==> config.mk <==
export PLATFORM = sky130hd
export DESIGN_NAME = imm_ext_stage
export DESIGN_NICKNAME = d
export VERILOG_FILES = /design/src/rtl/imm_ext_stage.sv
export SDC_FILE = /design/constraint.sdc
export NUM_CORES = 1
export LEC_CHECK = 0
export ABC_CLOCK_PERIOD_IN_PS = 3700
export CORE_MARGIN = 1
export CORE_UTILIZATION = 55
export CTS_CLUSTER_SIZE = 40
export DETAILED_ROUTE_END_ITERATION = 6
export PLACE_DENSITY = 0.84
export SYNTH_ARGS = -nofsm -noshare
export SYNTH_HDL_FRONTEND = slang
export SYNTH_SLANG_ARGS = --single-unit
==> constraint.sdc <==
create_clock -name clk -period 3.7 [get_ports clk]
set_input_delay 0.555 -clock clk [delete_from_list [all_inputs] [get_ports clk]]
set_output_delay 0.555 -clock clk [all_outputs]
set_load 0.05 [all_outputs]
==> src/rtl/imm_ext_stage.sv <==
// Registered immediate-extension stage: applies the decode ExtOp to a 16-bit immediate,
// carries a tag, and buffers through an output register plus a skid register.
module imm_ext_stage #(
   parameter int TAG_W     = 5,
   parameter int ERR_CNT_W = 8
) (
   input  logic                 clk,
   input  logic                 rst_n,
   input  logic                 in_valid,
   output logic                 in_ready,
   input  logic [15:0]          in_imm,
   input  logic [1:0]           in_ext_op,
   input  logic [TAG_W-1:0]     in_tag,
   output logic                 out_valid,
   input  logic                 out_ready,
   output logic [31:0]          out_imm32,
   output logic [TAG_W-1:0]     out_tag,
   output logic                 out_err,
   output logic [ERR_CNT_W-1:0] err_count
);

   // state   | meaning
   // S_EMPTY | nothing held, out_valid low
   // S_ONE   | output register holds a transaction, skid empty
   // S_FULL  | output and skid registers both hold transactions, in_ready low
   typedef enum logic [1:0] {
      S_EMPTY = 2'd0,
      S_ONE   = 2'd1,
      S_FULL  = 2'd2
   } state_t;

   localparam logic [ERR_CNT_W-1:0] ERR_MAX = '1;

   state_t            state;
   state_t            state_nxt;
   logic              load_out;
   logic              load_skid;
   logic              skid_to_out;
   logic              accept;
   logic              deliver;
   logic [31:0]       ext_imm;
   logic              ext_err;
   logic [31:0]       skid_imm32;
   logic [TAG_W-1:0]  skid_tag;
   logic              skid_err;

   assign out_valid = (state != S_EMPTY);
   assign accept    = in_valid && in_ready;
   assign deliver   = out_valid && out_ready;

   always_comb begin
      ext_imm = 32'h0000_0000;
      ext_err = 1'b0;
      case (in_ext_op)
         2'b00:   ext_imm = {16'h0000, in_imm};
         2'b01:   ext_imm = {{16{in_imm[15]}}, in_imm};
         2'b10:   ext_imm = {in_imm, 16'h0000};
         default: ext_err = 1'b1;
      endcase
   end

   always_comb begin
      state_nxt   = state;
      load_out    = 1'b0;
      load_skid   = 1'b0;
      skid_to_out = 1'b0;
      case (state)
         S_EMPTY: begin
            if (accept) begin
               load_out  = 1'b1;
               state_nxt = S_ONE;
            end
         end
         S_ONE: begin
            if (accept && deliver) begin
               load_out = 1'b1;
            end else if (accept) begin
               load_skid = 1'b1;
               state_nxt = S_FULL;
            end else if (deliver) begin
               state_nxt = S_EMPTY;
            end
         end
         S_FULL: begin
            // in_ready is low here, so the only move is draining the skid entry
            if (deliver) begin
               skid_to_out = 1'b1;
               state_nxt   = S_ONE;
            end
         end
         default: state_nxt = S_EMPTY;
      endcase
   end

   always_ff @(posedge clk) begin
      if (!rst_n) begin
         state      <= S_EMPTY;
         in_ready   <= 1'b1;
         out_imm32  <= 32'h0000_0000;
         out_tag    <= '0;
         out_err    <= 1'b0;
         skid_imm32 <= 32'h0000_0000;
         skid_tag   <= '0;
         skid_err   <= 1'b0;
         err_count  <= '0;
      end else begin
         state    <= state_nxt;
         in_ready <= (state_nxt != S_FULL);
         if (load_out) begin
            out_imm32 <= ext_imm;
            out_tag   <= in_tag;
            out_err   <= ext_err;
         end else if (skid_to_out) begin
            out_imm32 <= skid_imm32;
            out_tag   <= skid_tag;
            out_err   <= skid_err;
         end
         if (load_skid) begin
            skid_imm32 <= ext_imm;
            skid_tag   <= in_tag;
            skid_err   <= ext_err;
         end
         // illegal codes are counted when taken in, not when they leave
         if (accept && ext_err && (err_count != ERR_MAX)) begin
            err_count <= err_count + 1'b1;
         end
      end
   end

endmodule

==> impl_metrics.tcl, run 1 <==
set metrics [dict create \
    synthTopCellsByCount "dfxtp_1, nand2_1, a21oi_1, nor2_1, o21ai_0" \
    syn_to_final_growth_pct 26.1 \
    reg2reg_setup_slack_ns 1.77 \
    dpl_worst_slack_ns 0.940 \
    hold-path-cell-count 2 \
    cts_max_path_buffers 2 \
    rsz0062_at_grt "no" \
    wl_mm 9.03 \
    max_freq_mhz 418 \
    cp-start-kind "input pin" \
    std_cell_rows 29 \
    yosysSeqAreaShare_pct 46.0 \
    cpMaxStageDelayCell "clkdlybuf4s50_1" \
    ys_seq_elements 87 \
    clock_power_share_pct 33.2 \
    regToRegEndpoint "skid_imm32[21]$_SDFFE_PN0P_" \
    cts_buffers 9 \
    io_pins 75 \
    utilization_pct 73.5 \
    p_per_area_nw_per_um2 477 \
    hpwlAfterDp_mm 5.76 \
    postCtsResizedCells 0 \
    violations "DRC" \
    fin_crit_sh_pct 64.7 \
    arrival_ns 2.69 \
    seq_power_share_pct 44.8 \
    critPathMaxStageDelay_ns 0.98 \
    start_util_pct 58.3 \
    yosysWarnings 0 \
    diodes 0 \
    cp_top_family "buffers and inverters" \
    grt_max_degree 43 \
    peakVddDrop_mv 0.323 \
    yosys-top-cells-area "dfxtp_1, a21oi_1, mux2i_1, nand2_1, o32ai_2" \
    maxCapViolCount 0 \
    tightest_slew_ns 0.806 \
    min_to "skid_imm32[7]$_SDFFE_PN0P_" \
    yosysTopAreaCellShare_pct 46.0 \
    outcome "finished, violations left" \
    cp_max_fo 22 \
    synth_nets 463 \
    r2r_start "state[0]$_SDFF_PN0_" \
    finalSetupTns_ns 0 \
    leakage_nw 1.67 \
    die_h_um 85.0 \
    hold_viol 0 \
    synth-edff-count 0 \
    die_w_um 85.0 \
    fp.dieArea_um2 7220 \
    power_mw 2.28 \
    port_buffers 74 \
    syn_area_per_cell_um2 8.71 \
    route.detailed.drc 3 \
    htree_levels 3 \
    setup_slack_ns 1.31 \
    sw_frac_of_total_pct 29.7 \
    ant_nets 0 \
    postCtsHoldBufs 0 \
    drt_iter0_markers 190 \
    nets 523 \
    clk_latency_ns 0.36 \
    coreArea_um2 6490 \
    post_cts_buffers 0 \
    p_comb_share_pct 22.0 \
    vias 3313 \
    wirelength_met1_mm 4.06 \
    cp.required_ns 4.00 \
    hold_class "reg2reg" \
    timing.final.crit_period_ns 2.39 \
    grt_pass1_wl_mm 14.9 \
    yosysTopAreaCell "dfxtp_1" \
    ff2ff_path_depth 5 \
    wl_per_cell_um 15.7 \
    fin_worst_skew_ns 0.00823 \
    cp_cell_sequence "clkdlybuf4s50_1 -> and4_1 -> o21ai_2 -> or4_1 -> a21oi_1" \
    cts_tree "built" \
    async_flop_share_pct 0 \
    syn_area_um2 3790 \
    cp-end-kind "flip-flop" \
    netSwitchingPower_uw 676 \
    vias_per_cell 5.75 \
    globalRoute.totalOverflow 0 \
    wl_met3_um 442 \
    finalSetupViolations 0 \
    min_from "skid_imm32[7]$_SDFFE_PN0P_" \
    wl_met2_mm 4.37 \
    firstDrtPassIters 7 \
    critPathBufInv 1 \
    synth.distinct_cells 41 \
    drv_slew 0 \
    final_area_um2 4780 \
    top_layer_used "met4" \
    relSlewSlack_pct 46.1 \
    drive_gt1_share_pct 8.42 \
    track_usage_pct 26.0 \
    nFillCells 507 \
    clk_pin_slew_ns 0.08 \
    synth.most_common_cell "dfxtp_1" \
    gp_congestion 0.808 \
    synth_ff_type "dfxtp_1" \
    clock-sinks 87 \
    grt_pass1_vias 3168 \
    power.internal_mw 1.60 \
    cts_root_buffer "clkbuf_8" \
    crit_type "in2reg" \
    placed_area_um2 4550 \
    grt_antenna_before_repair 0 \
    synthCells 435 \
]
## flip-flops by register name, indices dropped and copies added, names as in the netlist
name        flops
err_count       8
out_err         1
skid_err        1
state           2
out_tag         5
skid_imm32     32
in_ready        1
skid_tag        5
out_imm32      32
## worst min-delay path: cells and delay by family (launching register included)
| family | cells | cell delay (ns) |
|---|---|---|
| and+or+nand+nor | 1 | 0.05 |
| AOI/OAI and AO/OA | 1 | 0.05 |
| DFF | 1 | 0.31 |
## cells in the final DEF (no fill, tap or decap), drive strengths merged, types with 2 or more instances in the layout
| cell | instances |
|---|---|
| buf | 9 |
| and2 | 17 |
| o21ai | 26 |
| a21oi | 61 |
| nor2b | 18 |
| dfxtp | 87 |
| bufinv | 2 |
| a211oi | 15 |
| xor2 | 4 |
| nand3 | 6 |
| mux2i | 24 |
| nand2 | 64 |
| inv | 3 |
| nor2 | 36 |
| nand3b | 3 |
| clkbuf | 12 |
| a31oi | 2 |
| o32ai | 15 |
| and3b | 2 |
| o31ai | 2 |
| nor3 | 2 |
| o221ai | 2 |
| clkdlybuf4s50 | 74 |
| nand4 | 2 |
| or4 | 2 |
| o21a | 2 |
## power by group through the flow
stage                     clock network [mW]  logic (mW)  registers [mW]
after floorplan                            0       0.204            1.18
after global placement                     0       0.493            1.04
after detailed placement                   0       0.500            1.04
after CTS                              0.763       0.503            1.02
after global routing                   0.797       0.533            1.03
final                                  0.756       0.502            1.02
## cell families after synthesis
group / Yosys count / share of synthesized area, %
adders and majority gates: 1 / 0.330
muxes: 24 / 6.34
xor gates and xnor gates: 5 / 1.16
and+or+nand+nor: 155 / 19.8
DFF: 87 / 46.0
buffers and inverters: 37 / 4.33
AOI/OAI and AO/OA: 126 / 22.1
## metal layers
metal	track usage (%)	vias up
li1	-	1636
met5	0	-
met3	5.74	15
met2	41.9	90
met4	10.0	0
met1	34.1	1572
## worst max-delay path by stage
stage	startpoint	end	slack (ns)	depth (start not counted)
after floorplan	in_ready$_SDFF_PN1_	out_imm32[21]$_SDFFE_PN0P_	1.88	5
after global placement	in_ext_op[1]	err_count[5]$_SDFFE_PN0P_	1.01	5
after detailed placement	in_ext_op[1]	err_count[7]$_SDFFE_PN0P_	0.94	5
after CTS	in_ext_op[1]	err_count[7]$_SDFFE_PN0P_	1.31	5
after global routing	in_ext_op[1]	err_count[5]$_SDFFE_PN0P_	1.13	5
final	in_ext_op[1]	err_count[7]$_SDFFE_PN0P_	1.31	5
## layout make-up
class,instances,area [um^2],area share [%]
sequential,87,1740,36.5
tap,77,96.3,2.02
inverter,3,11.3,0.236
clock buffer,12,165,3.46
multi-input combinational,311,1890,39.5
timing repair buffer,83,808,16.9
clock inverter,3,65.1,1.36
## through the flow
step | cells | hold WS, ns
final | 576 | 0.458
after detailed placement | 561 | 0.448
after global routing | 576 | 0.476
after global placement | 561 | 0.440
after CTS | 576 | 0.459
after floorplan | 435 | 0.433
Note: power is estimated with default switching activity, not from simulation.
==> run 2, diff against run 1 <==
==> config.mk (replaced) <==
export PLATFORM = sky130hd
export DESIGN_NAME = imm_ext_stage
export DESIGN_NICKNAME = d
export VERILOG_FILES = /design/src/rtl/imm_ext_stage.sv
export SDC_FILE = /design/constraint.sdc
export NUM_CORES = 1
export LEC_CHECK = 0
export ABC_CLOCK_PERIOD_IN_PS = 2400
export CORE_MARGIN = 1
export CORE_UTILIZATION = 51
export CTS_CLUSTER_SIZE = 40
export DETAILED_ROUTE_END_ITERATION = 6
export PLACE_DENSITY = 0.79
export SYNTH_ARGS = -nofsm -noshare
export SYNTH_HDL_FRONTEND = slang
export SYNTH_SLANG_ARGS = --single-unit
==> constraint.sdc (replaced) <==
create_clock -name clk -period 2.4 [get_ports clk]
set_input_delay 0.36 -clock clk [delete_from_list [all_inputs] [get_ports clk]]
set_output_delay 0.36 -clock clk [all_outputs]
set_load 0.05 [all_outputs]
==> impl_metrics.tcl, run 2 (synthesis gave the netlist of run 1 again) <==
set metrics [dict create \
    drt_iter0_markers 180 \
    ant_nets 0 \
    syn_to_final_growth_pct 26.9 \
    cp.required_ns 2.04 \
    htree_levels 3 \
    final_cells 603 \
    clk_latency_ns 0.35 \
    regToRegEndpoint "skid_imm32[19]$_SDFFE_PN0P_" \
    reg2reg_setup_slack_ns 0.69 \
    vias 3233 \
    wl_per_cell_um 14.7 \
    p_per_area_nw_per_um2 684 \
    grt_max_degree 46 \
    coreArea_um2 7210 \
    clk_pin_slew_ns 0.08 \
    hpwlAfterDp_mm 5.93 \
    die_w_um 88.2 \
    timing.final.crit_period_ns 2.10 \
    cts_tree "built" \
    min_to "skid_imm32[3]$_SDFFE_PN0P_" \
    fin_worst_skew_ns 0.00555 \
    vias_per_cell 5.36 \
    outcome "finished clean" \
    crit_type "reg2out" \
    r2r_start "state[0]$_SDFF_PN0_" \
    hold_viol 0 \
    hold_class "reg2reg" \
    relSlewSlack_pct 66.4 \
    wl_mm 8.87 \
    mostFrequentLayoutCells "dfxtp_1, clkdlybuf4s50_1, nand2_1" \
    cts_root_buffer "clkbuf_8" \
    route.detailed.drc 0 \
    max_freq_mhz 476 \
    maxCapViolCount 0 \
    clock-sinks 87 \
    drive_gt1_share_pct 8.93 \
    cp-start-kind "flip-flop" \
    post_cts_buffers 0 \
    finalSetupTns_ns 0 \
    tightest_slew_ns 0.502 \
    grt_pass1_vias 2865 \
    ff2ff_path_depth 5 \
    io_pins 75 \
    postCtsResizedCells 0 \
    power_mw 3.29 \
    leakage_nw 1.66 \
    std_cell_rows 31 \
    port_buffers 74 \
    cts_max_path_buffers 2 \
    diodes 0 \
    peakVddDrop_mv 0.340 \
    hold-path-cell-count 2 \
    gp_congestion 0.794 \
    cp_max_fo 6 \
    top_regs "out_imm32: 32 flops, skid_imm32: 32 flops, err_count: 8 flops" \
    postCtsHoldBufs 0 \
    arrival_ns 1.74 \
    fin_crit_sh_pct 87.6 \
    finalSetupViolations 0 \
    grt_antenna_before_repair 0 \
    min_from "skid_imm32[3]$_SDFFE_PN0P_" \
    cp-end-kind "output port" \
    final_common_cell "dfxtp_1" \
    globalRoute.totalOverflow 0 \
    start_util_pct 52.5 \
    dp.cells 587 \
    track_usage_pct 23.5 \
    fp.dieArea_um2 7770 \
    die_h_um 88.2 \
    drv_slew 0 \
    cts_buffers 9 \
    nets 527 \
    firstDrtPassIters 4 \
    rsz0062_at_grt "no" \
    grt_pass1_wl_mm 14.0 \
]
-- run 2: cell types whose count changed in the layout (fill, tap and decap cells not counted) --
| cell | change |
|---|---|
| buf_4 | +2 |
| bufinv_16 | -2 |
| buf_12 | +2 |
| clkinvlp_4 | +1 |
| clkbuf_1 | +2 |
| clkinv_2 | +1 |
| clkbuf_8 | -1 |
-- run 2: per-stage QoR --
stage | cell area [um^2] | hold WS (ns) | util, % | setup WS (ns)
6_report | 4800 | 0.457 | 66.6 | 0.297
5_1_grt | 4800 | 0.471 | 66.6 | 0.228
4_1_cts | 4800 | 0.458 | 66.6 | 0.286
3_5_place_dp | 4630 | 0.447 | 64.2 | 0.238
3_3_place_gp | 4630 | 0.441 | 64.2 | 0.270
2_1_floorplan | 3790 | 0.433 | - | 0.577
-- run 2: worst max-delay path, stage by stage, from the launching register on --
cell,delay [ns]
dfxtp_1,0.41
or2_4,0.18
clkdlybuf4s50_1,0.80
-- run 2: worst max path at each step --
stage,from,end,slack (ns),cells past startpoint
after floorplan,in_ready$_SDFF_PN1_,out_imm32[21]$_SDFFE_PN0P_,0.58,5
after global placement,in_ext_op[1],err_count[5]$_SDFFE_PN0P_,0.27,5
after detailed placement,out_ready,skid_imm32[28]$_SDFFE_PN0P_,0.24,6
after CTS,state[1]$_SDFF_PN0_,out_valid,0.29,2
after global routing,state[1]$_SDFF_PN0_,out_valid,0.23,2
final,state[1]$_SDFF_PN0_,out_valid,0.30,2
-- run 2: layer usage --
layer | wire (um) | global-route usage [%] | vias up
li1 | - | - | 1648
met1 | 4360 | 34.0 | 1517
met2 | 4160 | 35.4 | 59
met3 | 244 | 3.77 | 9
met4 | 107 | 8.50 | 0
met5 | 0 | 0 | -
-- run 2: layout make-up --
cell class / count / area, um^2
Sequential cell: 87 / 1740
Tap cell: 99 / 124
Fill cell: 610 / 2410
Inverter: 3 / 11.3
Clock inverter: 3 / 17.5
Timing Repair Buffer: 87 / 863
Clock buffer: 13 / 159
Multi-Input combinational cell: 311 / 1890
-- run 2: report_power, final --
part	internal [mW]	switching [mW]
Clock	0.431	0.498
Combinational	0.292	0.495
Sequential	1.53	0.0453
==> run 3, diff against run 2 <==
--- a/config.mk
+++ b/config.mk
@@ -7,10 +7,10 @@
 export LEC_CHECK = 0
 export ABC_CLOCK_PERIOD_IN_PS = 2400
 export CORE_MARGIN = 1
-export CORE_UTILIZATION = 51
+export CORE_UTILIZATION = 39
 export CTS_CLUSTER_SIZE = 40
 export DETAILED_ROUTE_END_ITERATION = 6
-export PLACE_DENSITY = 0.79
+export SLEW_MARGIN = 20
 export SYNTH_ARGS = -nofsm -noshare
 export SYNTH_HDL_FRONTEND = slang
 export SYNTH_SLANG_ARGS = --single-unit
==> impl_metrics.tcl, run 3 (synthesis gave the netlist of run 1 again) <==
set metrics [dict create \
    coreArea_um2 9330 \
    drt_iter0_markers 162 \
    std_cell_rows 35 \
    fin_crit_sh_pct 87.9 \
    post_cts_buffers 0 \
    maxCapViolCount 0 \
    firstDrtPassIters 6 \
    mostFrequentLayoutCells "dfxtp_1, clkdlybuf4s50_1, nand2_1" \
    seq_power_share_pct 45.7 \
    relSlewSlack_pct 61.6 \
    fp.dieArea_um2 10100 \
    postCtsResizedCells 0 \
    final_cells 634 \
    nFillCells 856 \
    cts_buffers 9 \
    track_usage_pct 18.8 \
    fin_worst_skew_ns 0.00844 \
    cp-end-kind "output port" \
    drv_slew 0 \
    vias 3196 \
    diodes 0 \
    final_area_um2 4920 \
    gp_congestion 0.800 \
    grt_pass1_vias 2991 \
    outcome "finished clean" \
    clk_latency_ns 0.35 \
    postCtsHoldBufs 0 \
    start_util_pct 40.6 \
    cts_tree "built" \
    cts_root_buffer "clkbuf_8" \
    utilization_pct 52.8 \
    ant_nets 0 \
    hpwlAfterDp_mm 6.26 \
    io_pins 75 \
    finalSetupTns_ns 0 \
    hold-path-cell-count 2 \
    cp.required_ns 2.04 \
    htree_levels 3 \
    cts_max_path_buffers 2 \
    critPathMaxStageDelay_ns 0.80 \
    dp.cells 618 \
    wl_per_cell_um 14.3 \
    p_comb_share_pct 23.2 \
    clock_power_share_pct 31.2 \
    hold_class "reg2reg" \
    reg2reg_setup_slack_ns 0.76 \
    die_h_um 101 \
    cpMaxStageDelayCell "clkdlybuf4s50_1" \
    cp_max_fo 6 \
    cp_top_family "buffers and inverters" \
    regToRegEndpoint "skid_imm32[30]$_SDFFE_PN0P_" \
    clk_pin_slew_ns 0.08 \
    clock-sinks 87 \
    wl_mm 9.05 \
    p_per_area_nw_per_um2 699 \
    power_mw 3.44 \
    seq_area_um2 1740 \
    tightest_slew_ns 0.576 \
    power.internal_mw 2.39 \
    hold_viol 0 \
    critPathBufInv 1 \
    grt_antenna_before_repair 0 \
    route.detailed.drc 0 \
    arrival_ns 1.75 \
    vias_per_cell 5.04 \
    top_regs "out_imm32: 32 flops, skid_imm32: 32 flops, err_count: 8 flops" \
    crit_type "reg2out" \
    leakage_nw 1.70 \
    nets 528 \
    syn_to_final_growth_pct 29.9 \
    grt_pass1_wl_mm 14.8 \
    peakVddDrop_mv 0.301 \
    ff2ff_path_depth 5 \
    port_buffers 74 \
    globalRoute.totalOverflow 0 \
    final_common_cell "dfxtp_1" \
    max_freq_mhz 474 \
    finalSetupViolations 0 \
    timing.final.crit_period_ns 2.11 \
    grt_max_degree 33 \
    drive_gt1_share_pct 9.11 \
    netSwitchingPower_mw 1.04 \
    die_w_um 101 \
    cp_cell_sequence "or2_4 -> clkdlybuf4s50_1" \
    min_from "skid_imm32[12]$_SDFFE_PN0P_" \
    multi_input_area_um2 1890 \
    min_to "skid_imm32[12]$_SDFFE_PN0P_" \
    cp-start-kind "flip-flop" \
    placed_area_um2 4710 \
    r2r_start "state[0]$_SDFF_PN0_" \
    rsz0062_at_grt "no" \
    sw_frac_of_total_pct 30.3 \
]
[run 3: cell types whose count changed in the layout (fill, tap and decap cells not counted)]
cell       before  now
buf_12          2    5
buf_4          11    9
clkinv_2        2    0
clkbuf_8       11   12
bufinv_16       0    1
[run 3: power by group through the flow]
stage          Clock (mW)  Sequential [mW]  Combinational (mW)
3_5_place_dp            0             1.60               0.801
2_1_floorplan           0             1.82               0.315
5_1_grt              1.17             1.58               0.851
6_report             1.07             1.57               0.797
4_1_cts              1.10             1.57               0.803
3_3_place_gp            0             1.60               0.795
[run 3: metrics by stage]
| stage | setup slack [ns] | hold WS (ns) |
|---|---|---|
| 2_1_floorplan | 0.577 | 0.433 |
| 3_3_place_gp | 0.225 | 0.441 |
| 3_5_place_dp | 0.236 | 0.446 |
| 4_1_cts | 0.278 | 0.457 |
| 5_1_grt | 0.225 | 0.465 |
| 6_report | 0.290 | 0.456 |
[run 3: area by class of cell]
class	instances	area share, %
clock buffers	14	3.51
inverters	3	0.229
multi-input cells	311	38.4
clock inverters	2	0.763
well taps	129	3.28
repair buffers	88	18.5
flip-flops and latches	87	35.4
[run 3: how the worst max path moves through the flow]
stage	slack [ns]	from	end	cells past startpoint
after floorplan	0.58	in_ready$_SDFF_PN1_	out_imm32[21]$_SDFFE_PN0P_	5
after global placement	0.22	in_ext_op[0]	out_imm32[30]$_SDFFE_PN0P_	5
after detailed placement	0.24	in_ext_op[1]	out_imm32[30]$_SDFFE_PN0P_	7
after CTS	0.28	state[1]$_SDFF_PN0_	out_valid	2
after global routing	0.23	state[1]$_SDFF_PN0_	out_valid	2
final	0.29	state[1]$_SDFF_PN0_	out_valid	2
[run 3: per-layer routing]
metal | GRT usage (%) | share of wire, %
met1 | 26.0 | 50
met2 | 29.0 | 45
met3 | 4.16 | 3.6
met4 | 6.35 | 1.2
met5 | 0 | 0
[run 3: tightest hold or removal path: stages (launching register included)]
cell and delay [ns]:
dfxtp_1 0.31, nand2_1 0.05, a21oi_1 0.05
